## config.mk

```make
export PLATFORM = sky130hd
export DESIGN_NAME = mem_sram_ctrl
export DESIGN_NICKNAME = d
export VERILOG_FILES = /design/src/rtl/mem_sram_ctrl.sv
export SDC_FILE = /design/constraint.sdc
export NUM_CORES = 1
export LEC_CHECK = 0
export CORE_MARGIN = 2
export CORE_UTILIZATION = 44
export CTS_BUF_LIST = sky130_fd_sc_hd__clkbuf_2
export DETAILED_ROUTE_END_ITERATION = 10
export GPL_TIMING_DRIVEN = 0
export HOLD_SLACK_MARGIN = 0.08
export PLACE_DENSITY = 0.82
export SLEW_MARGIN = 20
export SYNTH_ARGS = -nofsm -noshare
export SYNTH_HDL_FRONTEND = slang
export SYNTH_SLANG_ARGS = --single-unit
```

## constraint.sdc

```tcl
create_clock -name clk -period 2.45 [get_ports clk]
set_input_delay 0.49 -clock clk [delete_from_list [all_inputs] [get_ports clk]]
set_output_delay 0.49 -clock clk [all_outputs]
set_load 0.01 [all_outputs]
```

## src/rtl/mem_sram_ctrl.sv

```systemverilog
// mem_sram_ctrl: stalls the pipeline while a 32-bit load/store is split into
// two 16-bit SRAM half-accesses (low half first), each held WAIT_CYCLES cycles.
module mem_sram_ctrl #(
    parameter int unsigned WAIT_CYCLES = 2,
    parameter logic [31:0] BASE_ADDR   = 32'd1024
) (
    input  logic        clk,
    input  logic        rst_n,
    input  logic        mem_read_en,
    input  logic        mem_write_en,
    input  logic [31:0] alu_res,
    input  logic [31:0] val_Rm,
    output logic        ready,
    output logic [31:0] read_data,
    output logic [17:0] sram_addr,
    output logic [15:0] sram_dq_out,
    output logic        sram_dq_oe,
    input  logic [15:0] sram_dq_in,
    output logic        sram_we_n
);
    typedef enum logic [1:0] {IDLE, LO, HI, DONE} state_t;
    localparam logic [3:0] LAST = 4'(WAIT_CYCLES - 1);

    state_t      state, state_nx;
    logic [3:0]  cnt, cnt_nx;
    logic        is_wr, req, last, act, drive;
    logic [16:0] idx, idx_in;
    logic [31:0] wdata;

    assign req    = mem_read_en | mem_write_en;
    assign idx_in = 17'((alu_res - BASE_ADDR) >> 2);
    assign last   = cnt == LAST;
    assign ready  = state == DONE || (state == IDLE && !req);

    // SRAM pins depend only on registered state, so they move only on transitions
    assign act         = state == LO || state == HI;
    assign drive       = act && is_wr;
    assign sram_addr   = act ? {idx, state == HI} : '0;
    assign sram_dq_oe  = drive;
    assign sram_we_n   = !drive;
    assign sram_dq_out = !drive ? '0 : state == HI ? wdata[31:16] : wdata[15:0];

    always_comb begin
        state_nx = state;
        cnt_nx   = cnt;
        case (state)
            IDLE: begin
                cnt_nx   = '0;
                state_nx = req ? LO : IDLE;
            end
            LO, HI: begin
                cnt_nx = last ? '0 : cnt + 4'd1;
                if (last) state_nx = state == LO ? HI : DONE;
            end
            default: state_nx = IDLE;
        endcase
    end

    always_ff @(posedge clk or negedge rst_n) begin
        if (!rst_n) begin
            state     <= IDLE;
            cnt       <= '0;
            read_data <= '0;
            is_wr     <= 1'b0;
            idx       <= '0;
            wdata     <= '0;
        end else begin
            state <= state_nx;
            cnt   <= cnt_nx;
            if (state == IDLE && req) begin
                is_wr <= mem_write_en;
                idx   <= idx_in;
                wdata <= val_Rm;
            end
            if (state == LO && last && !is_wr) read_data[15:0]  <= sram_dq_in;
            if (state == HI && last && !is_wr) read_data[31:16] <= sram_dq_in;
        end
    end
endmodule
```

==> run_results.csv, run 1 <==
group,metric,value,unit
setup_path,slowest_stage,"dfrtp_1",
clock_tree,cts_tree,"done",
clock_tree,cts.reportedPaths.clkPinSlew,0.25,ns
drt,wl,10.2,mm
logic_synthesis,synthFlopType,"dfrtp_1",
setup_path,reg2reg_depth,7,
global_routing,grt_pass1_vias,3427,
die,die_x,98.3,um
logic_synthesis,synth_area,0.00392,mm^2
logic_synthesis,synth_common_cells,"nand2_1, dfrtp_1, mux2_2",
logic_synthesis,synth.most_common_cell,"nand2_1",
final_layout,fillers,704,
run_status,violations,"setup timing",
drt,route.met3.wl,600,um
logic_synthesis,avgSynthCellArea,10.2,um^2
global_routing,grt.total_usage,21.6,%
placed_design,postPlaceCellArea,0.00545,mm^2
final_layout,design_area,0.00568,mm^2
die,num_rows,34,
clock_tree,cts_buffers,9,
setup_path,reg2reg_to,"wdata[27]$_DFFE_PN0P_",
drt,num_vias,3255,
die,die_y,98.3,um
pwr,peakVddDrop,0.649,mV
timing,finalHoldViolCount,0,
setup_path,max_stage_delay,0.46,ns
logic_synthesis,synth_cell_types,32,
die,start_util,45.1,%
die,die-area,0.00967,mm^2
drt,drc,0,
final_layout,final_core_util,65.4,%
timing,max_freq,0.402,GHz
clock_tree,clock-sinks,88,
timing,drv_slew,0,
drt,wl_per_cell,15.4,um
logic_synthesis,ys_seq_area_share,56.2,%
clock_tree,cts_htree_levels,3,
setup_path,cp_max_fo,5,
placed_design,globalplace.congestion,0.778,
pwr,p_leak,0.00267,uW
setup_path,arrival,1.99,ns
placed_design,io_buffers,137,
logic_synthesis,synthArstFlopShare,100,%
global_routing,grt-ovfl-total,0,
flow_run,cap_violations,0,
timing,rsz0062_at_grt,"true",
pwr,power_density,1300,mW/mm^2
logic_synthesis,synth_edf_count,0,
timing,fin_skew,0.0273,ns
die,boundaryPins,153,
final_layout,nNetsFinal,640,
clock_tree,clock_path_buffers,2,
global_routing,grt_pass1_wl,16.7,mm
timing,period_share,101,%
drt,viasPerCell,4.92,
setup_path,crit_required,1.96,ns
clock_tree,cts_root_buf,"clkbuf_2",
drt,met1Wirelength,4.30,mm
placed_design,dpl.hpwl,7.30,mm
setup_path,r2r_setup_slack,0.57,ns
setup_path,crit_path_cell_trace,"buf_6, ha_4, buf_8, buf_12, mux2i_2, nor2_1, buf_2",
run_status,status,"finished, violations left",
drt,drt-initial-drc-count,90,
final_layout,drive_gt1_share,22.1,%
logic_synthesis,yosysWarnings,0,
setup_path,worstSetupPathType,"register to output port",
die,core_area,0.00868,mm^2
drt,dr.pass1.iters,4,
logic_synthesis,yosys.area.top_type,"dfrtp_1",
final_layout,n_antenna_cell,0,
setup_path,cp-end-kind,"output port",
setup_path,r2r_start,"state[0]$_DFFE_PN0P_",
logic_synthesis,synth_seq_cells,88,
setup_path,critPathLaunchType,"register",
final_layout,area_growth_syn_to_layout,45.0,%
timing,min_period,2.48,ns
timing,fin_ws,-0.0345,ns
logic_synthesis,syn-num-nets,475,
timing,setup_viol,3,
timing,tightest_slew,0.535,ns
drt,antenna_left,0,
logic_synthesis,synthCells,383,
global_routing,grt_max_degree,59,
drt,route.met2.wl,5.10,mm
global_routing,antenna_found_initial,0,
timing,slew_headroom,64.3,%
logic_synthesis,netlist.area_leader.share,56.2,%
logic_synthesis,synth_area_leaders,"dfrtp_1, nand2_1, mux2_2",
hold_path,hold_class,"input port to asynchronous set/reset pin",
clock_tree,clk_latency,0.53,ns
drt,top_layer_used,"met4",
-- state kept, by name, indices dropped and copies added (netlist names) --
| register | cells |
|---|---|
| idx | 17 |
| is_wr | 1 |
| wdata | 32 |
| cnt | 4 |
| state | 2 |
| read_data | 32 |
-- placed cells by master, fill, tap and decap left out, drive strengths merged --
master,instances
xnor2,1
nor2b,1
a21oi,1
dlygate4sd2,1
xor2,1
a21boi,1
nand3,1
clkdlybuf4s50,99
nand2,133
o22ai,1
buf,38
o21a,1
and2,17
clkbuf,42
o21ai,10
clkinvlp,3
o31ai,4
or3b,2
dlygate4sd3,1
a31oi,5
clkinv,1
mux2,32
a21o,1
nor2,22
or4,3
or3,3
nor4b,1
nand2b,2
bufinv,1
mux2i,18
dfrtp,88
ha,8
nand3b,1
inv,9
-- cell type report --
type	instances	area [um^2]	area share [%]
clock buffer	9	45.0	0.793
buffer	18	141	2.49
clock inverter	7	78.8	1.39
multi-input combinational	270	1680	29.5
sequential	88	2200	38.8
inverter	7	26.3	0.463
tap	108	135	2.38
timing repair buffer	154	1370	24.2
-- worst max path at each step --
stage,from,end,slack (ns)
global route,state[0]$_DFFE_PN0P_,sram_dq_out[6],-0.14
global placement,rst_n,wdata[14]$_DFFE_PN0P_,-2.16
finish,state[1]$_DFFE_PN0P_,sram_dq_out[6],-0.03
floorplan,state[0]$_DFFE_PN0P_,sram_dq_out[10],0.45
detailed placement,state[0]$_DFFE_PN0P_,sram_we_n,-0.27
CTS,state[0]$_DFFE_PN0P_,sram_dq_out[3],-0.13
-- metal layers --
| layer | up-vias | GRT usage, % |
|---|---|---|
| met5 | - | 0 |
| met4 | 0 | 6.85 |
| met3 | 16 | 4.87 |
| met2 | 107 | 36.9 |
| met1 | 1560 | 27.4 |
| li1 | 1572 | - |
-- power by group --
part / leakage (uW) / internal (uW) / total, uW / switching [uW]
logic: 0.00154 / 2060 / 4000 / 1930
clock network: 0.0000651 / 243 / 772 / 529
registers: 0.00106 / 2160 / 2590 / 425
-- kinds of logic after synthesis --
group | share of synthesized area [%]
compound gates | 3.71
xor+xnor | 0.448
fa+ha+maj | 2.56
buf+inv | 2.52
flops | 56.2
mux | 13.8
simple gates | 20.7
-- timing repair --
action	in CTS	in global routing
endpoints found under the hold margin	30	0
setup endpoints to repair	36	35
pin swaps	2	3
gates cloned	0	2
resized for setup	110	47
setup buffers	7	6
hold buffers	1	0
-- critical path: cells and delay by family, from the launching register on --
family	cells	cell delay [ns]
buffers and inverters	4	0.57
flip-flops	1	0.46
adder cells (fa/ha/maj)	1	0.16
multiplexers	1	0.14
AND/OR/NAND/NOR	1	0.13
-- through the flow --
stage          setup TNS [ns]  cells  setup slack, ns  power, uW  hold slack, ns
3_3_place_gp          -192.06    628            -2.16       6190           0.454
4_1_cts                -0.195    653           -0.132       7230           0.356
5_1_grt                 -1.61    661           -0.135       7910           0.367
2_1_floorplan               0    383            0.449       4460           0.194
6_report              -0.0412    661          -0.0345       7360           0.386
3_5_place_dp            -2.89    629           -0.274       6370           0.450
No activity file was read; power rests on OpenSTA's default activity.
==> run 2: changes to the inputs <==
ABC_CLOCK_PERIOD_IN_PS = 2450   (was not set)
GPL_TIMING_DRIVEN = not set   (was 0)
==> run 2 against run 1 <==
The flow still finishes with violations (setup timing); die area is the same; critical path depth is the same; first-iteration DRC count shrank 34%; non-clock buffer count shrank 10; critical endpoint is now sram_dq_out[7]; via count grew 0.77%; combinational power grew 4%; worst setup slack gained 0.032 ns.
==> run_results.csv, run 2 (same netlist as run 1, synthesis figures left out) <==
group,metric,value,unit
final_layout,final_core_util,66.0,%
clock_tree,cts_root_buf,"clkbuf_2",
global_routing,grt.total_usage,21.0,%
placed_design,dpl.hpwl,6.58,mm
setup_path,max_stage_delay,0.43,ns
setup_path,r2r_start,"state[1]$_DFFE_PN0P_",
timing,slew_headroom,62.6,%
final_layout,drive_gt1_share,24.7,%
flow_run,cap_violations,0,
drt,drc,0,
final_layout,nNetsFinal,630,
drt,viasPerCell,5.04,
clock_tree,clock-sinks,88,
drt,wl_per_cell,15.2,um
placed_design,place_ws,0.147,ns
global_routing,grt-ovfl-total,0,
placed_design,globalplace.congestion,0.790,
timing,period_share,100,%
timing,fin_ws,-0.00265,ns
run_status,status,"finished, violations left",
setup_path,reg2reg_depth,6,
final_layout,area_growth_syn_to_layout,46.2,%
pwr,power_density,1310,mW/mm^2
timing,setup_viol,1,
timing,drv_slew,0,
setup_path,critPathLaunchType,"register",
timing,tightest_slew,0.561,ns
final_layout,final_cell_mix,"nand2_1, clkdlybuf4s50_1, dfrtp_1, mux2_2, buf_2",
timing,rsz0062_at_grt,"true",
timing,min_period,2.45,ns
setup_path,endpoint,"sram_dq_out[7]",
final_layout,multi_input_area,0.00172,mm^2
clock_tree,cts.reportedPaths.clkPinSlew,0.28,ns
clock_tree,cts_tree,"done",
final_layout,layout_commonest_cell,"nand2_1",
setup_path,critical-path-top-delay-family,"buffers and inverters",
setup_path,slowest_stage,"dfrtp_1",
pwr,p_leak,0.00269,uW
drt,wl,9.91,mm
setup_path,r2r_setup_slack,0.55,ns
placed_design,io_buffers,137,
global_routing,antenna_found_initial,0,
die,die_y,98.3,um
run_status,violations,"setup timing",
setup_path,arrival,1.96,ns
timing,fin_skew,0.0319,ns
die,core_area,0.00868,mm^2
setup_path,cp.depth,7,
die,die_x,98.3,um
drt,dr.pass1.iters,4,
final_layout,fillers,680,
final_layout,regArea,0.00220,mm^2
global_routing,grt_pass1_wl,16.0,mm
die,die-area,0.00967,mm^2
setup_path,worstSetupPathType,"register to output port",
setup_path,critPathLaunch,"state[0]$_DFFE_PN0P_",
setup_path,crit_path_cell_trace,"inv_2, buf_4, ha_4, nand2_4, clkbuf_16, nor2_1, buf_2",
drt,drt-initial-drc-count,59,
clock_tree,cts_buffers,9,
global_routing,grt_pass1_vias,3278,
clock_tree,cts_htree_levels,3,
timing,max_freq,0.408,GHz
die,num_rows,34,
setup_path,reg2reg_to,"read_data[20]$_DFFE_PN0P_",
clock_tree,clock_path_buffers,2,
clock_tree,clk_latency,0.55,ns
global_routing,grt_max_degree,50,
pwr,peakVddDrop,0.592,mV
setup_path,cp_max_fo,9,
die,boundaryPins,153,
final_layout,biggestRegsByFlops,"read_data x32, wdata x32, idx x17",
setup_path,worstPathBufferInverterCount,4,
die,start_util,45.1,%
final_layout,n_antenna_cell,0,
timing,finalHoldViolCount,0,
setup_path,cp-end-kind,"output port",
pwr,total_power,7500,uW
timing,final.setup.tns,-0.00265,ns
drt,num_vias,3280,
hold_path,hold_class,"input port to register",
setup_path,crit_required,1.96,ns
timing,hold-worst-slack,0.423,ns
drt,antenna_left,0,
[run 2: changes by cell type in the layout (fill, tap and decap cells not counted), sizes merged]
cell | before | now
clkinv | 1 | 0
clkbuf | 42 | 22
dlygate4sd2 | 1 | 2
buf | 38 | 47
inv | 9 | 10
[run 2: worst min-delay path by stage]
stage	from	endpoint	slack [ns]	depth (start not counted)
floorplan	rst_n	cnt[0]$_DFFE_PN0P_	0.19	0
global placement	idx[4]$_DFFE_PN0P_	idx[4]$_DFFE_PN0P_	0.45	2
detailed placement	idx[2]$_DFFE_PN0P_	idx[2]$_DFFE_PN0P_	0.46	2
CTS	val_Rm[18]	wdata[18]$_DFFE_PN0P_	0.38	3
global route	val_Rm[27]	wdata[27]$_DFFE_PN0P_	0.38	3
finish	val_Rm[18]	wdata[18]$_DFFE_PN0P_	0.42	3
[run 2: layout make-up]
type                    instances  area share [%]
multi-input cells             270            30.0
clock buffers                   9           0.787
flip-flops and latches         88            38.5
repair buffers                162            26.5
inverters                       7           0.503
clock inverters                 7            1.38
well taps                     108            2.36
[run 2: worst reg2reg max path: cells and delay by family, from the launching register on]
family | cells | cell delay (ns)
buffers and inverters | 3 | 0.45
multiplexers | 1 | 0.41
adder cells (fa/ha/maj) | 1 | 0.20
AND/OR/NAND/NOR | 1 | 0.30
flip-flops | 1 | 0.45
[run 2: power by group]
part / total (uW) / internal, uW / switching [uW]
logic: 4150 / 2180 / 1970
registers: 2580 / 2160 / 415
clock network: 773 / 245 / 527
total: 7500 / 4580 / 2920
[run 2: timing repair]
item / CTS / global route
pin swaps: 2 / 5
endpoints found under the setup margin: 37 / 22
endpoints found under the hold margin: 42 / 0
buffers inserted: 13 / 4
gates resized for setup: 116 / 53
hold buffers: 1 / 0
cloned: 4 / 1
[run 2: metrics by stage]
stage | area [um^2] | cells
final | 5730 | 651
after global routing | 5730 | 651
after CTS | 5760 | 652
after detailed placement | 5470 | 618
after global placement | 5470 | 618
after floorplan | 3920 | 383
[run 2: layer usage]
| metal | global-route usage, % | wire length (um) |
|---|---|---|
| met1 | 27.0 | 4310 |
| met2 | 34.7 | 4760 |
| met3 | 4.29 | 618 |
| met4 | 8.75 | 214 |
| met5 | 0 | 0 |
